$ cat config.mk
export PLATFORM = sky130hd
export DESIGN_NAME = rgb2ycbcr_ctrl_flat
export DESIGN_NICKNAME = d
export VERILOG_FILES = /design/src/rtl/jpeg_enc_pkg.sv /design/src/rtl/rgb2ycbcr_ctrl_if.sv /design/src/rtl/rgb2ycbcr_ctrl_pipe.sv /design/src/rtl/rgb2ycbcr_ctrl.sv /design/src/flat_wrapper.sv
export SDC_FILE = /design/constraint.sdc
export NUM_CORES = 1
export LEC_CHECK = 0
export ABC_AREA = 1
export BUFFER_PORTS_ARGS = -buffer_cell sky130_fd_sc_hd__buf_2
export CAP_MARGIN = 20
export CORE_MARGIN = 3
export CORE_UTILIZATION = 30
export DETAILED_ROUTE_END_ITERATION = 12
export SYNTH_ARGS = -nofsm -noshare
export SYNTH_HDL_FRONTEND = slang
export SYNTH_HIERARCHICAL = 1
export SYNTH_SLANG_ARGS = --single-unit
$ cat constraint.sdc
create_clock -name clk -period 1.5 [get_ports clk]
set_input_delay 0.075 -clock clk [delete_from_list [all_inputs] [get_ports clk]]
set_output_delay 0.075 -clock clk [all_outputs]
set_load 0.1 [all_outputs]
$ cat src/rtl/jpeg_enc_pkg.sv
// Shared constants and types for the JPEG encoder front end.
// Holds the converter depth, block geometry, pixel tag bit layout and controller states.
package jpeg_enc_pkg;

  localparam int LATENCY_RGB2YCBCR = 3;
  localparam int BLOCK_PIXELS      = 64;
  localparam int PIX_W             = 24;

  // Bit positions of the per-pixel tags that travel alongside the valid bits
  localparam int TAG_FIRST    = 0;
  localparam int TAG_BLK_LAST = 1;
  localparam int TAG_FRM_LAST = 2;
  localparam int TAG_W        = 3;

  typedef enum logic [1:0] {
    IDLE  = 2'd0,
    RUN   = 2'd1,
    DRAIN = 2'd2
  } ctrl_state_e;

endpackage

$ cat src/rtl/rgb2ycbcr_ctrl_if.sv
// Pixel stream bundle around the colour converter controller.
// The master side is the upstream/downstream environment; the slave side is the controller.
interface rgb2ycbcr_ctrl_if;
  import jpeg_enc_pkg::*;

  logic             in_valid;
  logic             in_ready;
  logic [PIX_W-1:0] in_data;
  logic             in_last;
  logic             out_valid;
  logic             out_ready;
  logic [PIX_W-1:0] out_data;
  logic             out_block_start;
  logic             out_block_end;
  logic             out_frame_end;

  modport master (
    output in_valid, in_data, in_last, out_ready,
    input  in_ready, out_valid, out_data, out_block_start, out_block_end, out_frame_end
  );

  modport slave (
    input  in_valid, in_data, in_last, out_ready,
    output in_ready, out_valid, out_data, out_block_start, out_block_end, out_frame_end
  );

endinterface

$ cat src/rtl/rgb2ycbcr_ctrl_pipe.sv
// Shift register of per-stage valid bits and tags that mirrors the converter pipeline.
// It only moves when the converter is enabled, so tags stay aligned with the converter data.
module stall_valid_pipe #(
  parameter int LATENCY = 3,
  parameter int TAG_W   = 3
) (
  input  logic               clk,
  input  logic               rst,
  input  logic               shift_en_i,
  input  logic               valid_i,
  input  logic [TAG_W-1:0]   tag_i,
  output logic [LATENCY-1:0] valid_o,
  output logic [TAG_W-1:0]   tag_o
);

  logic [LATENCY-1:0] valid_q;
  logic [TAG_W-1:0]   tag_q [LATENCY];

  always_ff @(posedge clk or posedge rst) begin
    if (rst) begin
      valid_q <= '0;
      for (int i = 0; i < LATENCY; i++) begin
        tag_q[i] <= '0;
      end
    end else if (shift_en_i) begin
      valid_q[0] <= valid_i;
      tag_q[0]   <= tag_i;
      for (int i = 1; i < LATENCY; i++) begin
        valid_q[i] <= valid_q[i-1];
        tag_q[i]   <= tag_q[i-1];
      end
    end
  end

  assign valid_o = valid_q;
  assign tag_o   = tag_q[LATENCY-1];

endmodule

$ cat src/rtl/rgb2ycbcr_ctrl.sv
// Flow controller for the 3-stage RGB-to-YCbCr converter: gates the converter enable,
// tracks pixel validity and block/frame tags through it, and counts completed blocks.
module rgb2ycbcr_ctrl #(
  parameter int LATENCY      = jpeg_enc_pkg::LATENCY_RGB2YCBCR,
  parameter int BLOCK_PIXELS = jpeg_enc_pkg::BLOCK_PIXELS,
  parameter int BLK_CNT_W    = 16
) (
  input  logic                 clk,
  input  logic                 rst,
  rgb2ycbcr_ctrl_if.slave      bus,
  output logic                 conv_enable,
  output logic [23:0]          conv_data_in,
  input  logic [23:0]          conv_data_out,
  output logic [BLK_CNT_W-1:0] block_count,
  output logic                 frame_err,
  output logic                 busy
);
  import jpeg_enc_pkg::*;

  localparam int IDX_W = (BLOCK_PIXELS > 1) ? $clog2(BLOCK_PIXELS) : 1;
  localparam logic [IDX_W-1:0] LAST_IDX = IDX_W'(BLOCK_PIXELS - 1);

  ctrl_state_e          state_q, state_d;
  logic [IDX_W-1:0]     pixIdx_q, pixIdx_d;
  logic [BLK_CNT_W-1:0] blkCnt_q, blkCnt_d;
  logic                 frameErr_q, frameErr_d;

  logic [LATENCY-1:0]   stageValid;
  logic [TAG_W-1:0]     entryTag, outTag;
  logic                 outValid, adv, inFire, outFire;

  // A full output stage that downstream refuses freezes the whole converter
  assign outValid     = stageValid[LATENCY-1];
  assign adv          = !(outValid && !bus.out_ready);
  assign bus.in_ready = adv && (state_q != DRAIN) && !rst;
  assign inFire       = bus.in_valid && bus.in_ready;
  assign outFire      = outValid && bus.out_ready;
  assign conv_enable  = adv && (inFire || (|stageValid));
  assign conv_data_in = bus.in_data;

  assign bus.out_valid       = outValid;
  assign bus.out_data        = conv_data_out;
  assign bus.out_block_start = outValid && outTag[TAG_FIRST];
  assign bus.out_block_end   = outValid && outTag[TAG_BLK_LAST];
  assign bus.out_frame_end   = outValid && outTag[TAG_FRM_LAST];

  assign block_count = blkCnt_q;
  assign frame_err   = frameErr_q;
  assign busy        = (state_q != IDLE);

  // Bubbles enter with all-zero tags so stale markers never reach the output
  always_comb begin
    entryTag = '0;
    if (inFire) begin
      entryTag[TAG_FIRST]    = (pixIdx_q == '0);
      entryTag[TAG_BLK_LAST] = (pixIdx_q == LAST_IDX);
      entryTag[TAG_FRM_LAST] = bus.in_last;
    end
  end

  stall_valid_pipe #(
    .LATENCY (LATENCY),
    .TAG_W   (TAG_W)
  ) u_pipe (
    .clk        (clk),
    .rst        (rst),
    .shift_en_i (conv_enable),
    .valid_i    (inFire),
    .tag_i      (entryTag),
    .valid_o    (stageValid),
    .tag_o      (outTag)
  );

  always_ff @(posedge clk or posedge rst) begin
    if (rst) begin
      state_q    <= IDLE;
      pixIdx_q   <= '0;
      blkCnt_q   <= '0;
      frameErr_q <= 1'b0;
    end else begin
      state_q    <= state_d;
      pixIdx_q   <= pixIdx_d;
      blkCnt_q   <= blkCnt_d;
      frameErr_q <= frameErr_d;
    end
  end

  always_comb begin
    state_d    = state_q;
    pixIdx_d   = pixIdx_q;
    blkCnt_d   = blkCnt_q;
    frameErr_d = frameErr_q;

    if (inFire) begin
      pixIdx_d   = bus.in_last ? '0 : pixIdx_q + 1'b1;
      frameErr_d = ((state_q == IDLE) ? 1'b0 : frameErr_q) |
                   (bus.in_last && (pixIdx_q != LAST_IDX));
    end

    // The frame's final block is implied by frame_end, so that pixel clears instead
    if (outFire) begin
      if (outTag[TAG_FRM_LAST]) begin
        blkCnt_d = '0;
      end else if (outTag[TAG_BLK_LAST] && !(&blkCnt_q)) begin
        blkCnt_d = blkCnt_q + 1'b1;
      end
    end

    case (state_q)
      IDLE: begin
        if (inFire) begin
          state_d = bus.in_last ? DRAIN : RUN;
        end
      end
      RUN: begin
        if (inFire && bus.in_last) begin
          state_d = DRAIN;
        end
      end
      DRAIN: begin
        if (outFire && outTag[TAG_FRM_LAST]) begin
          state_d = IDLE;
        end
      end
      default: state_d = IDLE;
    endcase
  end

endmodule

$ cat src/flat_wrapper.sv
// flat-port wrapper written by rule: the top's interface ports become plain ports
module rgb2ycbcr_ctrl_flat import jpeg_enc_pkg::*;
#(
  parameter int LATENCY      = jpeg_enc_pkg::LATENCY_RGB2YCBCR,
  parameter int BLOCK_PIXELS = jpeg_enc_pkg::BLOCK_PIXELS,
  parameter int BLK_CNT_W    = 16
)
  (clk, rst, conv_enable, conv_data_in, conv_data_out, block_count, frame_err, busy, bus_in_valid, bus_in_data, bus_in_last, bus_out_ready, bus_in_ready, bus_out_valid, bus_out_data, bus_out_block_start, bus_out_block_end, bus_out_frame_end);
  rgb2ycbcr_ctrl_if bus_i ();
  input  logic clk;
  input  logic rst;
  output logic conv_enable;
  output logic [23:0] conv_data_in;
  input  logic [23:0] conv_data_out;
  output logic [BLK_CNT_W-1:0] block_count;
  output logic frame_err;
  output logic busy;
  input wire logic [$bits(bus_i.in_valid)-1:0] bus_in_valid;
  input wire logic [$bits(bus_i.in_data)-1:0] bus_in_data;
  input wire logic [$bits(bus_i.in_last)-1:0] bus_in_last;
  input wire logic [$bits(bus_i.out_ready)-1:0] bus_out_ready;
  output wire logic [$bits(bus_i.in_ready)-1:0] bus_in_ready;
  output wire logic [$bits(bus_i.out_valid)-1:0] bus_out_valid;
  output wire logic [$bits(bus_i.out_data)-1:0] bus_out_data;
  output wire logic [$bits(bus_i.out_block_start)-1:0] bus_out_block_start;
  output wire logic [$bits(bus_i.out_block_end)-1:0] bus_out_block_end;
  output wire logic [$bits(bus_i.out_frame_end)-1:0] bus_out_frame_end;
  assign bus_i.in_valid = bus_in_valid;
  assign bus_i.in_data = bus_in_data;
  assign bus_i.in_last = bus_in_last;
  assign bus_i.out_ready = bus_out_ready;
  assign bus_in_ready = bus_i.in_ready;
  assign bus_out_valid = bus_i.out_valid;
  assign bus_out_data = bus_i.out_data;
  assign bus_out_block_start = bus_i.out_block_start;
  assign bus_out_block_end = bus_i.out_block_end;
  assign bus_out_frame_end = bus_i.out_frame_end;
  rgb2ycbcr_ctrl #(.LATENCY(LATENCY), .BLOCK_PIXELS(BLOCK_PIXELS), .BLK_CNT_W(BLK_CNT_W)) u_core (.clk(clk), .rst(rst), .bus(bus_i), .conv_enable(conv_enable), .conv_data_in(conv_data_in), .conv_data_out(conv_data_out), .block_count(block_count), .frame_err(frame_err), .busy(busy));
endmodule
==> results of run 1 <==
## worst max-delay path: stages, from the launching register on
cell and delay (ps):
dfrtp_4 500, nand2_4 70, nand4_1 160, a21boi_4 200
buf_6 130, buf_12 160
## sequential cells by signal, indices dropped and copies added, names as in the netlist
register,count
u_core/u_pipe/tag_o,3
u_core/pixIdx_q,6
u_core/u_pipe/valid_o,3
u_core/u_pipe/tag_q,6
u_core/block_count,16
u_core/state_q,2
u_core/frame_err,1
## cell families after synthesis
group / after synthesis / share of synthesized area, %
simple gates: 185 / 30.73
fa+ha+maj: 3 / 1.529
buf+inv: 87 / 22.02
flops: 37 / 37.72
xor+xnor: 8 / 2.854
compound gates: 20 / 5.148
## timing repair
action                                  4_1_cts  5_1_grt
endpoints found under the setup margin       11       24
buffers inserted                              3        5
hold buffers                                  3        0
gates cloned                                  0        4
pin swaps                                     2       12
hold endpoints to repair                     37        0
gates resized for setup                       4       45
## stage by stage
stage               cells  setup TNS [ps]  instance area (um^2)  utilization, %
finish                459          -108.0                  3025           38.55
global route          459           -1337                  3025           38.55
CTS                   450          -62.56                  2813           35.84
detailed placement    436          -43.68                  2592           33.04
global placement      436               0                  2592           33.04
floorplan             340          -11380                  2545               -
## layer usage
layer  track usage (%)  part of all wire, %
met2             21.21                   50
met5                 0                    0
met3             3.331                  7.3
met4             5.374                  1.9
met1             14.19                   40
## worst paths after layout
| path | from | slack (ps) | endpoint | depth (start not counted) |
|---|---|---|---|---|
| min reg2reg | u_core/u_pipe/tag_o[0]$_DFFE_PP0P_ | 480 | u_core/u_pipe/tag_o[0]$_DFFE_PP0P_ | 2 |
| max reg2reg | u_core/u_pipe/valid_o[2]$_DFFE_PP0P_ | -40 | u_core/pixIdx_q[3]$_DFFE_PP0P_ | 8 |
| max | u_core/u_pipe/valid_o[2]$_DFFE_PP0P_ | -70 | conv_enable | 5 |
| min | bus_in_last | 70 | u_core/state_q[1]$_DFFE_PP0P_ | 3 |
| min in group asynchronous | rst | 390 | u_core/u_pipe/tag_q[5]$_DFFE_PP0P_ | 3 |
| max in group asynchronous | rst | 690 | u_core/u_pipe/valid_o[2]$_DFFE_PP0P_ | 3 |
## layout make-up
| type | count | area (um^2) | share of cell area [%] |
|---|---|---|---|
| Clock buffer | 5 | 68.82 | 2.275 |
| Clock inverter | 3 | 65.06 | 2.151 |
| Inverter | 31 | 138.9 | 4.591 |
| Multi-Input combinational cell | 218 | 1172 | 38.75 |
| Sequential cell | 37 | 954.7 | 31.56 |
| Tap cell | 102 | 127.6 | 4.218 |
| Timing Repair Buffer | 61 | 479.2 | 15.84 |
| Timing Repair inverter | 2 | 18.77 | 0.6203 |
## where the power goes
part	switching, uW	total, uW	internal [uW]
combinational	1690	2380	690
sequential	203	1430	1230
clock	367	1030	661
total	2260	4840	2580
## placed cells by master (no fill, tap or decap), types with 5 or more instances in the layout
| master | count |
|---|---|
| xor2_1 | 7 |
| nand2_2 | 13 |
| nor2_1 | 29 |
| dfrtp_1 | 20 |
| clkbuf_8 | 5 |
| buf_4 | 23 |
| nand3_1 | 11 |
| inv_1 | 24 |
| o21ai_1 | 5 |
| buf_6 | 7 |
| dfrtp_2 | 14 |
| nand2_1 | 107 |
| buf_2 | 24 |
| nand4_1 | 8 |
==> tab_implementation.tex, run 1 <==
\begin{tabular}{lr}
\hline
Metric & Value \\
\hline
\multicolumn{2}{l}{\textbf{Outcome}} \\
\quad Status & complete, but fails checks \\
\quad Violated checks & negative setup slack \\
\multicolumn{2}{l}{\textbf{STA}} \\
\quad Worst Slack Setup Final & -72.50 ps \\
\quad Number of setup violations in the final report & 2 \\
\quad Actual slew at the worst max-slew pin & between 500 and 600 ps \\
\quad Max-slew headroom & a little over three fifths \\
\quad Final cycle utilization of the critical path & 104.8\% \\
\quad Layout Skew & between 10 and 15 ps \\
\quad Final hold violation count & 0 \\
\quad Max Clk Rate & 635.9 MHz \\
\quad Unrepaired setup endpoints after global routing & yes \\
\quad Number of max-slew violations in the final report & 0 \\
\quad Final worst hold slack & 65.04 ps \\
\quad Post-route minimum period & 1572 ps \\
\multicolumn{2}{l}{\textbf{Power}} \\
\quad Max VDD drop & 0.9190 mV \\
\quad Leak Pwr & around 0.0016 uW \\
\quad Cell Pwr Density & between 1500 and 2000 nW/um\^{}2 \\
\quad Power, Total & about 4800 uW \\
\multicolumn{2}{l}{\textbf{Floorplanning}} \\
\quad Die Span X & around 96 um \\
\quad FP Rows & 32 \\
\quad Initial standard-cell utilization of the core & 31.28\% \\
\quad Die Y & roughly 96 um \\
\quad Core outline area & 7848 um\^{}2 \\
\quad Die ar. & 9305 um\^{}2 \\
\quad I/O Pins & $\sim$130 \\
\multicolumn{2}{l}{\textbf{Clock tree}} \\
\quad Max clock buf depth & 2 \\
\quad CTS tree & built \\
\quad Clock buffers created by TritonCTS & 5 \\
\quad Post-CTS clock slew at the launch and capture registers of the worst setup and hold paths & about 80 ps \\
\quad Insertion delay of the later-clocked pin in the worst-skew pair & roughly 300 ps \\
\quad Number of sinks driven by the clock tree & 37 \\
\quad Clock root cell & clkbuf\_8 \\
\quad H-tree depth reported by CTS & 2 \\
\multicolumn{2}{l}{\textbf{Logic synthesis}} \\
\quad Dominant cells by area after synthesis & dfrtp\_1 (38\%), nand2\_1 (19\%), buf\_4 (16\%) \\
\quad Netlist area before placement & between 2000 and 2500 um\^{}2 \\
\quad Number of unique standard cell types used by synthesis & 27 \\
\quad Area fraction of the dominant cell type after synthesis & between 30\% and 40\% \\
\quad Dominant cell by count in the synthesized netlist & nand2\_1 \\
\quad Sequential share of the synthesized area & roughly 38\% \\
\quad Flops \& latches, synth & 37 \\
\quad Most numerous cell types in the synthesized netlist & nand2\_1 (122), buf\_4 (52), dfrtp\_1 (37) \\
\quad Fraction of registers with async set/reset & between 90\% and 100\% \\
\quad Yosys warnings & 6 \\
\quad Library cell occupying the most area in the post-synthesis netlist & dfrtp\_1 \\
\quad Syn nets & roughly 400 \\
\quad Most used DFF post-synth & dfrtp\_1 \\
\quad Post-Synthesis Cells & 340 \\
\quad Average footprint of a synthesized cell & between 7 and 8 um\^{}2 \\
\quad Post-synth EDFFs & 0 \\
\multicolumn{2}{l}{\textbf{Route}} \\
\quad Post-detailed-route DRC marker count & 0 \\
\quad DRC marker count from the first detailed-route iteration & 64 \\
\quad Via density per instance & 4.682 \\
\quad Remaining antenna violation count & 0 \\
\quad 1st-pass router iterations & 5 \\
\quad Average wire per cell in the routed design & between 10 and 15 um \\
\quad Overall routed net length & $\sim$5.7 mm \\
\quad Number of vias in the routed layout & $\sim$2.1k \\
\multicolumn{2}{l}{\textbf{Place}} \\
\quad Count of port buffers added during placement & 28 \\
\quad Worst-case setup slack after placement & -21.18 ps \\
\quad HPWL Detailed & 4.007 mm \\
\quad Final estimated routing congestion in global placement & around 0.83 \\
\multicolumn{2}{l}{\textbf{Finish}} \\
\quad Number of nets at the end of the flow & just over 400 \\
\quad Filler Cell Count & 818 \\
\quad Ant. Diodes & 0 \\
\quad Area growth from synthesis to layout & 23.24\% \\
\quad Share of cells above drive strength 1 & between 30\% and 40\% \\
\multicolumn{2}{l}{\textbf{Critical path}} \\
\quad Crit Path Class & flip-flop to primary output \\
\quad Critical-path maximum fanout & 3 \\
\quad Nature of the critical path endpoint & primary output \\
\quad CP arrival & around 1500 ps \\
\quad Category of the worst setup path launch point & flip-flop \\
\quad Data required time of the critical path & about 1400 ps \\
\multicolumn{2}{l}{\textbf{Run}} \\
\quad Max-cap check violation count & 0 \\
\multicolumn{2}{l}{\textbf{Global route}} \\
\quad Antenna violations before repair & 0 \\
\quad Pin count of the biggest net entering global routing & 26 \\
\quad Via count of the first global-routing pass & between 1.5k and 2k \\
\quad Final global-route overflow total & 0 \\
\quad Global-route usage over all layers & between 10\% and 20\% \\
\quad Global-route wire length before repair & 8.818 mm \\
\multicolumn{2}{l}{\textbf{Worst hold path}} \\
\quad Class of the tightest hold or removal check & input pin to flip-flop \\
\hline
\end{tabular}
(Power assumes the default switching activity.)
==> run 2, diff against run 1 <==
Settings changed: HOLD_SLACK_MARGIN from default to 0.12.
==> tab_implementation.tex, run 2 (same netlist as run 1, synthesis figures left out) <==
\begin{tabular}{lr}
\hline
Metric & Value \\
\hline
\multicolumn{2}{l}{\textbf{Run}} \\
\quad Max-cap check violation count & 0 (unchanged) \\
\multicolumn{2}{l}{\textbf{Global route}} \\
\quad Antenna violations before repair & 0 (unchanged) \\
\quad Via count of the first global-routing pass & 1905 (unchanged) \\
\quad Final global-route overflow total & 0 (unchanged) \\
\quad Pin count of the biggest net entering global routing & 26 (unchanged) \\
\quad Global-route usage over all layers & 12.29\% (+0.016 points) \\
\quad Global-route wire length before repair & 8.832 mm (+0.16\%) \\
\multicolumn{2}{l}{\textbf{Clock tree}} \\
\quad H-tree depth reported by CTS & 2 (unchanged) \\
\quad Clock buffers created by TritonCTS & 5 (unchanged) \\
\quad Insertion delay of the later-clocked pin in the worst-skew pair & 300 ps (about the same) \\
\quad Max clock buf depth & 2 (unchanged) \\
\quad Number of sinks driven by the clock tree & 37 (unchanged) \\
\quad Post-CTS clock slew at the launch and capture registers of the worst setup and hold paths & 70 ps (about the same) \\
\quad CTS tree & built \\
\quad Clock root cell & clkbuf\_8 \\
\multicolumn{2}{l}{\textbf{Place}} \\
\quad Count of port buffers added during placement & 28 (unchanged) \\
\quad HPWL Detailed & 4.007 mm (unchanged) \\
\quad Final estimated routing congestion in global placement & 0.8347 (unchanged) \\
\multicolumn{2}{l}{\textbf{STA}} \\
\quad Number of max-slew violations in the final report & 0 (unchanged) \\
\quad Max-slew headroom & 63.25\% (unchanged) \\
\quad Layout Skew & 12.72 ps (-0.1229 ps) \\
\quad Final hold violation count & 0 (unchanged) \\
\quad Max Clk Rate & 636.1 MHz (about the same) \\
\quad Final cycle utilization of the critical path & 104.8\% (about the same) \\
\quad Worst Slack Setup Final & -71.98 ps (+0.5177 ps) \\
\quad Number of setup violations in the final report & 2 (unchanged) \\
\quad Unrepaired setup endpoints after global routing & yes \\
\quad Final worst hold slack & 150.0 ps (+85.01 ps) \\
\quad Post-route minimum period & 1572 ps (-0.5177 ps) \\
\quad Actual slew at the worst max-slew pin & 549.5 ps (unchanged) \\
\quad Setup TNS & -107.5 ps (+0.4460 ps) \\
\multicolumn{2}{l}{\textbf{Route}} \\
\quad Remaining antenna violation count & 0 (unchanged) \\
\quad Post-detailed-route DRC marker count & 0 (unchanged) \\
\quad Average wire per cell in the routed design & 12.34 um (-0.41\%) \\
\quad Overall routed net length & 5.675 mm (-0.19\%) \\
\quad Via density per instance & 4.641 (-0.87\%) \\
\quad DRC marker count from the first detailed-route iteration & 48 (-25\%) \\
\quad Number of vias in the routed layout & 2135 (-0.65\%) \\
\quad 1st-pass router iterations & 6 (+1) \\
\multicolumn{2}{l}{\textbf{Power}} \\
\quad Cell Pwr Density & 1597 nW/um\^{}2 (-0.30\%) \\
\quad Leak Pwr & 0.001555 uW (+0.27\%) \\
\quad Max VDD drop & 0.9190 mV (about the same) \\
\multicolumn{2}{l}{\textbf{Outcome}} \\
\quad Violated checks & negative setup slack \\
\quad Status & complete, but fails checks \\
\multicolumn{2}{l}{\textbf{Critical path}} \\
\quad Peak per-stage delay on the critical path & 500 ps (about the same) \\
\quad Series of cell instances along the critical path & nand2\_4 -> nand4\_1 -> a21boi\_4 -> buf\_6 -> buf\_12 \\
\quad Nature of the critical path endpoint & primary output \\
\quad Worst path slowest cell & dfrtp\_4 \\
\quad CP arrival & 1500 ps (about the same) \\
\quad Crit Path Class & flip-flop to primary output \\
\quad Category of the worst setup path launch point & flip-flop \\
\quad Data required time of the critical path & 1420 ps (about the same) \\
\quad Critical-path maximum fanout & 3 (unchanged) \\
\multicolumn{2}{l}{\textbf{Floorplanning}} \\
\quad FP Rows & 32 (unchanged) \\
\quad Die Y & 96.46 um (unchanged) \\
\quad Die Span X & 96.46 um (unchanged) \\
\quad Initial standard-cell utilization of the core & 31.28\% (unchanged) \\
\quad I/O Pins & 125 (unchanged) \\
\quad Core outline area & 7848 um\^{}2 (unchanged) \\
\quad Die ar. & 9305 um\^{}2 (unchanged) \\
\multicolumn{2}{l}{\textbf{Worst hold path}} \\
\quad Class of the tightest hold or removal check & input pin to primary output \\
\multicolumn{2}{l}{\textbf{Finish}} \\
\quad Area growth from synthesis to layout & 23.65\% \\
\quad Number of nets at the end of the flow & 413 (+0.24\%) \\
\quad Filler Cell Count & 818 (unchanged) \\
\quad Ant. Diodes & 0 (unchanged) \\
\quad Most common library cell in the layout ignoring fill and taps & nand2\_1 \\
\quad Max reg flops & 16 (unchanged) \\
\quad Share of cells above drive strength 1 & 36.59\% (-0.10 points) \\
\quad Leading cell types in the layout, fill and taps excluded & nand2\_1 (107), nor2\_1 (29), buf\_2 (24), inv\_1 (24), buf\_4 (23) \\
\hline
\end{tabular}
==> run 2: repair_timing <==
item,4_1_cts,5_1_grt
hold buffers,4,0
gates resized for setup,4,45
buffers inserted,3,5
hold endpoints to repair,38,0
pin swaps,2,12
gates cloned,0,4
setup endpoints to repair,11,24
==> run 2: area by class of cell <==
class,count,area (um^2),area share [%]
sequential,37,954.7,31.45
inverter,31,138.9,4.575
tap,102,127.6,4.204
clock buffer,5,68.82,2.267
timing repair buffer,62,489.2,16.12
multi-input combinational,218,1172,38.62
clock inverter,3,65.06,2.143
timing repair inverter,2,18.77,0.6183
==> run 2: stage by stage <==
stage	total power [uW]	cells	setup slack [ps]	area [um^2]	util (%)
finish	4846	460	-71.98	3035	38.68
global route	5118	460	-139.9	3035	38.68
CTS	4754	451	-62.56	2823	35.97
detailed placement	3602	436	-21.18	2592	33.04
global placement	3565	436	9.135	2592	33.04
floorplan	3716	340	-633.6	2545	-
==> run 2: worst paths after layout <==
| kind | cells after the start | start | slack [ps] | endpoint |
|---|---|---|---|---|
| hold / removal | 0 | conv_data_out[11] | 150 | bus_out_data[11] |
| hold reg to reg | 2 | u_core/u_pipe/tag_o[0]$_DFFE_PP0P_ | 480 | u_core/u_pipe/tag_o[0]$_DFFE_PP0P_ |
| min in group asynchronous | 3 | rst | 390 | u_core/u_pipe/tag_q[5]$_DFFE_PP0P_ |
| max in group asynchronous | 3 | rst | 690 | u_core/u_pipe/valid_o[2]$_DFFE_PP0P_ |
| setup reg to reg | 8 | u_core/u_pipe/valid_o[2]$_DFFE_PP0P_ | -40 | u_core/pixIdx_q[3]$_DFFE_PP0P_ |
| setup / recovery | 5 | u_core/u_pipe/valid_o[2]$_DFFE_PP0P_ | -70 | conv_enable |
==> run 2: power breakdown <==
part	internal (uW)	switching, uW
Sequential	1230	203
Clock	661	367
Combinational	692	1690
==> run 2: metal layers <==
| layer | part of all wire (%) | global-route usage [%] | vias to the layer above |
|---|---|---|---|
| met2 | 50 | 21.15 | 65 |
| met3 | 7.7 | 3.331 | 15 |
| met4 | 1.9 | 5.374 | 0 |
| met5 | 0 | 0 | - |
| met1 | 40 | 14.29 | 1014 |
| li1 | - | - | 1041 |
==> run 2: critical path: cells and delay by family (launching register included) <==
family          cells  cell delay, ps
simple gates        2             230
compound gates      1             200
buf+inv             2             290
flops               1             500
